File: src/rtl/alu_ctrl_pkg.sv
// ---------------------------------------------------------------------------
// alu_ctrl_pkg
// Shared definitions for the ALU issue controller:
//   - datapath / register-file / opcode widths
//   - instruction field positions
//   - controller state encoding
//   - small decode helpers for the instruction word
// ---------------------------------------------------------------------------
package alu_ctrl_pkg;

  localparam int DATA_W  = 16;
  localparam int CODE_W  = 5;
  localparam int NREG    = 8;
  localparam int REG_AW  = $clog2(NREG);
  localparam int INSTR_W = 16;

  // Instruction layout: [15:11] code, [10:8] rd, [7:5] ra, [4:2] rb, [1:0] reserved
  localparam int CODE_MSB = 15;
  localparam int CODE_LSB = 11;
  localparam int RD_MSB   = 10;
  localparam int RD_LSB   = 8;
  localparam int RA_MSB   = 7;
  localparam int RA_LSB   = 5;
  localparam int RB_MSB   = 4;
  localparam int RB_LSB   = 2;
  localparam int RSVD_MSB = 1;
  localparam int RSVD_LSB = 0;

  typedef logic [DATA_W-1:0] data_t;
  typedef logic [REG_AW-1:0] reg_addr_t;
  typedef logic [CODE_W-1:0] code_t;

  typedef enum logic [1:0] {
    IDLE = 2'd0,
    EXEC = 2'd1,
    WB   = 2'd2
  } state_e;

  function automatic code_t instr_code(input logic [INSTR_W-1:0] ins);
    return ins[CODE_MSB:CODE_LSB];
  endfunction

  function automatic reg_addr_t instr_rd(input logic [INSTR_W-1:0] ins);
    return ins[RD_MSB:RD_LSB];
  endfunction

  function automatic reg_addr_t instr_ra(input logic [INSTR_W-1:0] ins);
    return ins[RA_MSB:RA_LSB];
  endfunction

  function automatic reg_addr_t instr_rb(input logic [INSTR_W-1:0] ins);
    return ins[RB_MSB:RB_LSB];
  endfunction

endpackage

File: src/rtl/alu_ctrl_regfile.sv
// ---------------------------------------------------------------------------
// alu_ctrl_regfile
// NREG x DATA_W register file, asynchronously cleared.
//   clk, rst_n          : clock, active-low async reset (clears every entry)
//   we0/waddr0/wdata0   : primary write port (controller mux: writeback or host)
//   we1/waddr1/wdata1   : secondary write port, used only when a host write
//                         must land alongside a writeback to another entry;
//                         port 0 wins if both ever hit the same entry
//   ra_addr/ra_data     : operand A read (combinational)
//   rb_addr/rb_data     : operand B read (combinational)
//   hr_addr/hr_data     : host read (combinational)
// ---------------------------------------------------------------------------
module alu_ctrl_regfile
  import alu_ctrl_pkg::*;
(
  input  logic      clk,
  input  logic      rst_n,
  input  logic      we0,
  input  reg_addr_t waddr0,
  input  data_t     wdata0,
  input  logic      we1,
  input  reg_addr_t waddr1,
  input  data_t     wdata1,
  input  reg_addr_t ra_addr,
  output data_t     ra_data,
  input  reg_addr_t rb_addr,
  output data_t     rb_data,
  input  reg_addr_t hr_addr,
  output data_t     hr_data
);

  data_t mem_q [NREG];

  always_ff @(posedge clk or negedge rst_n) begin
    if (!rst_n) begin
      for (int i = 0; i < NREG; i++) begin
        mem_q[i] <= '0;
      end
    end else begin
      for (int i = 0; i < NREG; i++) begin
        if (we0 && (waddr0 == reg_addr_t'(i))) begin
          mem_q[i] <= wdata0;
        end else if (we1 && (waddr1 == reg_addr_t'(i))) begin
          mem_q[i] <= wdata1;
        end
      end
    end
  end

  assign ra_data = mem_q[ra_addr];
  assign rb_data = mem_q[rb_addr];
  assign hr_data = mem_q[hr_addr];

endmodule

File: src/rtl/alu_issue_ctrl.sv
// ---------------------------------------------------------------------------
// alu_issue_ctrl
// Issues register-to-register instructions to an external combinational ALU.
// Three-state sequence per instruction: IDLE (accept + operand fetch),
// EXEC (ALU evaluates, result captured), WB (result written back).
//   clk, rst_n           : clock, active-low async reset
//   instr_valid/ready    : instruction handshake; ready only in IDLE
//   instr                : {code[4:0], rd, ra, rb, 2'b reserved}
//   alu_a/alu_b/alu_code : registered ALU operands and opcode
//   alu_c/alu_ovf        : ALU result and overflow (combinational from alu_*)
//   done                 : one-cycle pulse after each writeback
//   result               : last written-back value
//   ovf_flag/ovf_clr     : sticky overflow and its clear (set wins)
//   host_we/addr/wdata   : host register write
//   host_rdata           : combinational read of reg[host_addr]
//   host_err             : pulses when a host write collides with writeback
// ---------------------------------------------------------------------------
module alu_issue_ctrl
  import alu_ctrl_pkg::*;
(
  input  logic               clk,
  input  logic               rst_n,
  input  logic               instr_valid,
  output logic               instr_ready,
  input  logic [INSTR_W-1:0] instr,
  output logic [DATA_W-1:0]  alu_a,
  output logic [DATA_W-1:0]  alu_b,
  output logic [CODE_W-1:0]  alu_code,
  input  logic [DATA_W-1:0]  alu_c,
  input  logic               alu_ovf,
  output logic               done,
  output logic [DATA_W-1:0]  result,
  output logic               ovf_flag,
  input  logic               ovf_clr,
  input  logic               host_we,
  input  logic [REG_AW-1:0]  host_addr,
  input  logic [DATA_W-1:0]  host_wdata,
  output logic [DATA_W-1:0]  host_rdata,
  output logic               host_err
);

  state_e    state_q, state_d;
  reg_addr_t rd_q, rd_d;
  data_t     alu_a_q, alu_a_d;
  data_t     alu_b_q, alu_b_d;
  code_t     alu_code_q, alu_code_d;
  data_t     res_q, res_d;
  logic      ovf_q, ovf_d;
  data_t     result_q, result_d;
  logic      done_q, done_d;
  logic      ovf_flag_q, ovf_flag_d;

  logic      accept;
  logic      wb_fire;
  logic      host_hit_rd;

  logic      rf_we0, rf_we1;
  reg_addr_t rf_waddr0;
  data_t     rf_wdata0;
  data_t     rf_ra_data, rf_rb_data;

  // Reserved instruction bits carry no meaning here.
  logic [RSVD_MSB-RSVD_LSB:0] unused_rsvd;
  assign unused_rsvd = instr[RSVD_MSB:RSVD_LSB];

  assign accept      = instr_valid && (state_q == IDLE);
  assign wb_fire     = (state_q == WB);
  assign host_hit_rd = (host_addr == rd_q);

  // ---------------------------------------------------------------------
  // Register file write arbitration: writeback owns the primary port while
  // in WB; a host write to any other entry in that cycle takes the
  // secondary port so both land. A host write to rd during WB is dropped.
  // ---------------------------------------------------------------------
  assign rf_we0    = wb_fire || host_we;
  assign rf_waddr0 = wb_fire ? rd_q  : host_addr;
  assign rf_wdata0 = wb_fire ? res_q : host_wdata;
  assign rf_we1    = wb_fire && host_we && !host_hit_rd;

  alu_ctrl_regfile u_regfile (
    .clk     (clk),
    .rst_n   (rst_n),
    .we0     (rf_we0),
    .waddr0  (rf_waddr0),
    .wdata0  (rf_wdata0),
    .we1     (rf_we1),
    .waddr1  (host_addr),
    .wdata1  (host_wdata),
    .ra_addr (instr_ra(instr)),
    .ra_data (rf_ra_data),
    .rb_addr (instr_rb(instr)),
    .rb_data (rf_rb_data),
    .hr_addr (host_addr),
    .hr_data (host_rdata)
  );

  // ---------------------------------------------------------------------
  // State register
  // ---------------------------------------------------------------------
  always_ff @(posedge clk or negedge rst_n) begin
    if (!rst_n) begin
      state_q <= IDLE;
    end else begin
      state_q <= state_d;
    end
  end

  // ---------------------------------------------------------------------
  // Next-state logic
  // ---------------------------------------------------------------------
  always_comb begin
    state_d = state_q;
    case (state_q)
      IDLE:    if (accept) state_d = EXEC;
      EXEC:    state_d = WB;
      WB:      state_d = IDLE;
      default: state_d = IDLE;
    endcase
  end

  // ---------------------------------------------------------------------
  // Datapath next-state
  // ---------------------------------------------------------------------
  always_comb begin
    rd_d       = rd_q;
    alu_a_d    = alu_a_q;
    alu_b_d    = alu_b_q;
    alu_code_d = alu_code_q;
    res_d      = res_q;
    ovf_d      = ovf_q;
    result_d   = result_q;
    done_d     = 1'b0;
    ovf_flag_d = ovf_flag_q;

    // Operands are sampled from the register file before this edge's
    // writes land, so a same-cycle host write to ra/rb is not seen.
    if (accept) begin
      rd_d       = instr_rd(instr);
      alu_a_d    = rf_ra_data;
      alu_b_d    = rf_rb_data;
      alu_code_d = instr_code(instr);
    end

    if (state_q == EXEC) begin
      res_d = alu_c;
      ovf_d = alu_ovf;
    end

    if (wb_fire) begin
      result_d = res_q;
      done_d   = 1'b1;
    end

    // Clear first, then set, so a writeback overflow wins over ovf_clr.
    if (ovf_clr) begin
      ovf_flag_d = 1'b0;
    end
    if (wb_fire && ovf_q) begin
      ovf_flag_d = 1'b1;
    end
  end

  always_ff @(posedge clk or negedge rst_n) begin
    if (!rst_n) begin
      rd_q       <= '0;
      alu_a_q    <= '0;
      alu_b_q    <= '0;
      alu_code_q <= '0;
      res_q      <= '0;
      ovf_q      <= 1'b0;
      result_q   <= '0;
      done_q     <= 1'b0;
      ovf_flag_q <= 1'b0;
    end else begin
      rd_q       <= rd_d;
      alu_a_q    <= alu_a_d;
      alu_b_q    <= alu_b_d;
      alu_code_q <= alu_code_d;
      res_q      <= res_d;
      ovf_q      <= ovf_d;
      result_q   <= result_d;
      done_q     <= done_d;
      ovf_flag_q <= ovf_flag_d;
    end
  end

  // ---------------------------------------------------------------------
  // Outputs
  // ---------------------------------------------------------------------
  assign instr_ready = (state_q == IDLE);
  assign alu_a       = alu_a_q;
  assign alu_b       = alu_b_q;
  assign alu_code    = alu_code_q;
  assign done        = done_q;
  assign result      = result_q;
  assign ovf_flag    = ovf_flag_q;
  assign host_err    = wb_fire && host_we && host_hit_rd;

endmodule

File: config.mk
export PLATFORM = sky130hd
export DESIGN_NAME = alu_issue_ctrl
export DESIGN_NICKNAME = d
export VERILOG_FILES = /design/src/rtl/alu_ctrl_pkg.sv /design/src/rtl/alu_ctrl_regfile.sv /design/src/rtl/alu_issue_ctrl.sv
export SDC_FILE = /design/constraint.sdc
export NUM_CORES = 1
export LEC_CHECK = 0
export ABC_AREA = 1
export CAP_MARGIN = 5
export CORE_UTILIZATION = 30
export CTS_CLUSTER_SIZE = 25
export DETAILED_ROUTE_END_ITERATION = 8
export SYNTH_ARGS = -nofsm -noshare
export SYNTH_HDL_FRONTEND = slang
export SYNTH_HIERARCHICAL = 1
export SYNTH_SLANG_ARGS = --single-unit
File: constraint.sdc
create_clock -name clk -period 2.29 [get_ports clk]
set_clock_uncertainty 0.15 [all_clocks]
set_input_delay 0.5725 -clock clk [delete_from_list [all_inputs] [get_ports clk]]
set_output_delay 0.5725 -clock clk [all_outputs]
set_load 0.02 [all_outputs]
---- Word-level counts from Yosys, hierarchy flattened ----
Cells that the tools add are included.
word-level totals
  register bits ........................... 205
  input port bits ......................... 57
  logic and storage cells ................. 109
operators by class
  $lt $le $gt $ge ......................... 3
  equality and inequality tests ........... 18
  multiplexer cells ....................... 32
  bitwise gates (word level) .............. 3
  reductions and logical operators ........ 35
operators with widths
  cell                count
  $mux 16             23
  $bmux 16 s3         3
  $eq 3x3->1 const B  8
  $logic_and 1x1->1   21
  $reduce_bool 2->1   9
  $eq 3x2->1 const B  4
  $ge 4x4->1 const B  3
  $not 3->4           3
  $eq 3x1->1 const B  2
  $logic_not 3->1     2
  $pmux 2 s2          1
  $eq 3x3->1          1
  $mux 1              3
  $mux 3              1
  $eq 2x1->1 const B  1
  $eq 2x2->1 const B  1
  $logic_not 2->1     1
  $mux 2              1
  $ne 2x1->1 const B  1
  $logic_not 1->1     1
  $logic_or 1x1->1    1

---- Logic depth before layout (Yosys ltp) ----
  depth after elaboration ................. 6
  gate-level depth with buffers ........... 13
  depth with buffers taken out ............ 13

---- Cells and area by module ----
The synthesis kept the hierarchy.
by module, submodules not included
  module            instances  cells each  area each (um^2)  sequential area each (um^2)
  alu_ctrl_regfile  1          1,892       10,457.5          3,203.1
  alu_issue_ctrl    1          377         3,128.0           1,926.8

---- Worst setup path before layout ----
Ideal clock, no wire load.
  kind .................................... input to output
  start point ............................. in host_addr[1]
  end point ............................... out host_rdata[10]
  data arrival time ....................... 1,455 ps
  data required time ...................... 1,567 ps
  path slack .............................. 112 ps
  stages .................................. 7
  buffers on the path ..................... 2
  cells stage by stage .................... clkbuf_1 inv_1 clkbuf_1 nand3_1 nand2_1 nand2_1 nand2_1
on the way
  word-level cells in the longest chain between the ends .. 4
ends and longest elaborated chain
  what                                         RTL line                source
  start, declared                              alu_issue_ctrl.sv:36    input logic [REG_AW-1:0] host_addr,
  $not 3->4 (implied by the code)              alu_ctrl_regfile.sv:52  assign hr_data = mem_q[hr_addr];
  $bmux 16 s3                                  alu_ctrl_regfile.sv:52
  $mux 16 (implied by the code) (2 in series)  alu_ctrl_regfile.sv:52
  end, declared                                alu_issue_ctrl.sv:38    output logic [DATA_W-1:0] host_rdata,
No other way between the ends. The select of a mux whose other input is x is not followed.

---- Worst setup path in the final report ----
  start point ............................. reg u_regfile/mem_q[57] (netlist name)
  end point ............................... out host_rdata[9]
on the way
  word-level cells in the longest chain between the ends .. 3
ends and longest elaborated chain
  what                                         RTL line                source
  start, declared                              alu_ctrl_regfile.sv:32  data_t mem_q [NREG];
  start signal, assigned by index              alu_ctrl_regfile.sv:42  mem_q[i] <= wdata0;
  start signal, assigned by index              alu_ctrl_regfile.sv:44  mem_q[i] <= wdata1;
  $bmux 16 s3                                  alu_ctrl_regfile.sv:52
  $mux 16 (implied by the code) (2 in series)  alu_ctrl_regfile.sv:52
No other way between the ends. The select of a mux whose other input is x is not followed.

==> reports/metrics.cfg <==
[grt]
grt_pass1_wl_mm=85.02
grt_max_degree=76
grt_use_total=0.2329
gr-total-overflow=0
antenna_found_initial=0
first_global_vias=14380

[worst_setup_path]
critical_path.endpoint_type=output pin
path_class=flip-flop to output pin
worstSetupStartpointType=flip-flop
worstPathMaxFanout=2
critPathRequiredTime_ns=1.57
cp.arrival_ns=1.55

[place]
dp_hpwl_mm=38.79
io_buffers=127
gp_congestion=0.9270
postPlaceCellArea_mm2=0.01632

[floorplanning]
die_h_um=214.8
core_area_mm2=0.04441
dieArea_mm2=0.04614
io_pins=130
row_count=77
die_w_um=214.8
start_util=0.3059

[synth]
seq_area_frac_synth=0.3776
avgSynthCellArea_um2=5.987
async_reset_ff_frac=1.000
syn_inst=2269
syn-num-nets=2326
synthesis.area_mm2=0.01359
yosysWarningCount=6
synth_cell_types=20
synth_top_area_cell=dfrtp_1
synth_edf_count=0
synth_top_area_frac=0.3776
synth-seq-cells=205
ys_top_cells_by_area=dfrtp_1, nand2_1, nand3_1, inv_1, clkbuf_1
synth_flop_cell=dfrtp_1

[pwr]
ir_drop_uv=620.4
power.internal_w=0.01164
power.leakage_nw=10.19
p_comb_frac=0.454
pwr_density_cell_mw_per_mm2=1103
pwr-share-clk=0.217
p_sw_w=0.008365
sequentialPowerShare=0.329
netSwitchingFraction=0.4182

[route]
viasPerCell=4.975
wire_per_inst_um=17.79
wl_mm=55.34
drcViolationCount=0
vias=15470
drt.antenna.violating_nets=0
dr.first_iter.drc_count=1458
dr.pass1.iters=5

[clock_tree]
clock_latency_ns=0.55
clock_sinks=205
cts_root_buf=clkbuf_16
htreeDepth=1
clkTransAtPathRegs_ns=0.06
clock_path_buffers=3
numCtsBuffers=26
cts_tree=yes

[timing]
max_slew_margin=0.4608
hold_violations=0
fin_crit_sh=0.9905
finalMaxSlewViolations=0
period_needed_ns=2.268
fmax_mhz=440.9
rsz0062_at_grt=true
setup_viol=0
worstMarginPinSlew_ns=0.8079

[finish]
mostFrequentLayoutCell=nand2_1
final_util=0.4081
nets=2556
drive_gt1_frac=0.1779
antennaDiodeCount=0
design_area_mm2=0.01813
area_growth_pct=33.43
layout_common_cells=nand2_1, nand3_1, dfrtp_1
n_fill_cell=4716

[run_status]
status=finished clean

[worst_hold_path]
hp-class=flip-flop to flip-flop

[run]
drv_cap=0

-- flip-flops by register name, summed over array words and instances (netlist names) --
| register | count |
|---|---|
| u_regfile/mem_q | 128 |
| alu_a | 16 |
| alu_b | 16 |
| res_q | 16 |
| result | 16 |
| alu_code | 5 |
| rd_q | 3 |
| state_q | 2 |
| done | 1 |
| ovf_flag | 1 |
| ovf_q | 1 |
-- kinds of logic (layout without fill, tap and decap cells) --
logic type | count (synthesis) | after routing | share of synthesized area
XOR/XNOR | 1 | 1 | 0.0006448
AO/OA/AOI/OAI | 6 | 6 | 0.002302
buffers and inverters | 322 | 571 | 0.09468
flip-flops | 205 | 205 | 0.3776
AND/OR/NAND/NOR | 1735 | 1735 | 0.5248
-- cell usage after synthesis (2+ instances only) --
cell type and n:
nand2_1 1255, nand3_1 447, dfrtp_1 205, inv_1 184
clkbuf_1 67, buf_2 24, buf_1 22, nor2_1 16
inv_2 14, nor2_2 9, buf_4 6, nand2_2 4
o21ai_0 4, buf_6 3, nor2_4 3, clkbuf_2 2
-- stage by stage --
stage / cells / power, W / setup WS, ns / setup TNS [ns] / hold slack [ns]
after floorplan: 2269 / 0.01086 / 0.1123 / 0 / 0.1269
after global placement: 2988 / 0.01420 / -0.9444 / -89.99 / 0.3044
after detailed placement: 2988 / 0.01431 / -0.9267 / -93.02 / 0.3117
after CTS: 3048 / 0.01896 / -0.002656 / -0.002656 / 0.3272
after global routing: 3110 / 0.02138 / -0.08568 / -1.898 / 0.3470
final: 3110 / 0.02000 / 0.02171 / 0 / 0.3150
-- power groups by stage --
| stage | Sequential [W] | Clock (W) | Combinational [W] |
|---|---|---|---|
| floorplan | 0.00638 | 0 | 0.00448 |
| detailed placement | 0.00641 | 0 | 0.00790 |
| global placement | 0.00638 | 0 | 0.00782 |
| CTS | 0.00644 | 0.00445 | 0.00808 |
| finish | 0.00659 | 0.00434 | 0.00908 |
| global route | 0.00675 | 0.00460 | 0.0100 |
-- critical path, stage by stage (launching register included) --
cell	delay [ns]
dfrtp_2	0.45
inv_2	0.08
nand2_1	0.05
nand3_1	0.07
nand2_1	0.06
nand2_1	0.08
nand2_2	0.08
buf_6	0.13
-- metal layers --
layer	track usage	part of all wire	up-vias
li1	-	-	7473
met1	0.3498	0.47	7233
met2	0.3461	0.43	700
met3	0.03992	0.087	67
met4	0.04786	0.017	0
met5	0	0	-
-- repair_timing --
| action | in CTS | in global routing |
|---|---|---|
| pin swaps | 0 | 23 |
| hold buffers | 1 | 0 |
| gates cloned | 4 | 3 |
| gates resized for setup | 157 | 143 |
| setup endpoints to repair | 89 | 105 |
| setup buffers | 8 | 59 |
| hold endpoints to repair | 23 | 0 |
-- worst paths after layout --
kind                            depth (start not counted)           startpoint  slack, ns                  end
worst max-delay path                                    7  u_regfile/mem_q[57]       0.02        host_rdata[9]
worst min-delay path                                    2            result[2]       0.31            result[2]
worst max register to register                         12           state_q[0]       0.06  u_regfile/mem_q[51]
worst min register to register                          2            result[2]       0.31            result[2]
max in group asynchronous                               3                rst_n       0.89  u_regfile/mem_q[57]
min in group asynchronous                               2                rst_n       0.35             alu_a[0]
-- area by class of cell --
cell class                      instances  area [um^2]  share of cell area
Clock buffer                           35        765.7             0.04224
Clock inverter                         12        141.4            0.007800
Inverter                              198        755.7             0.04169
Multi-Input combinational cell       1742         7259              0.4005
Sequential cell                       205         5140              0.2835
Tap cell                              592        740.7             0.04086
Timing Repair Buffer                  326         3324              0.1834
(Power assumes the default switching activity.)
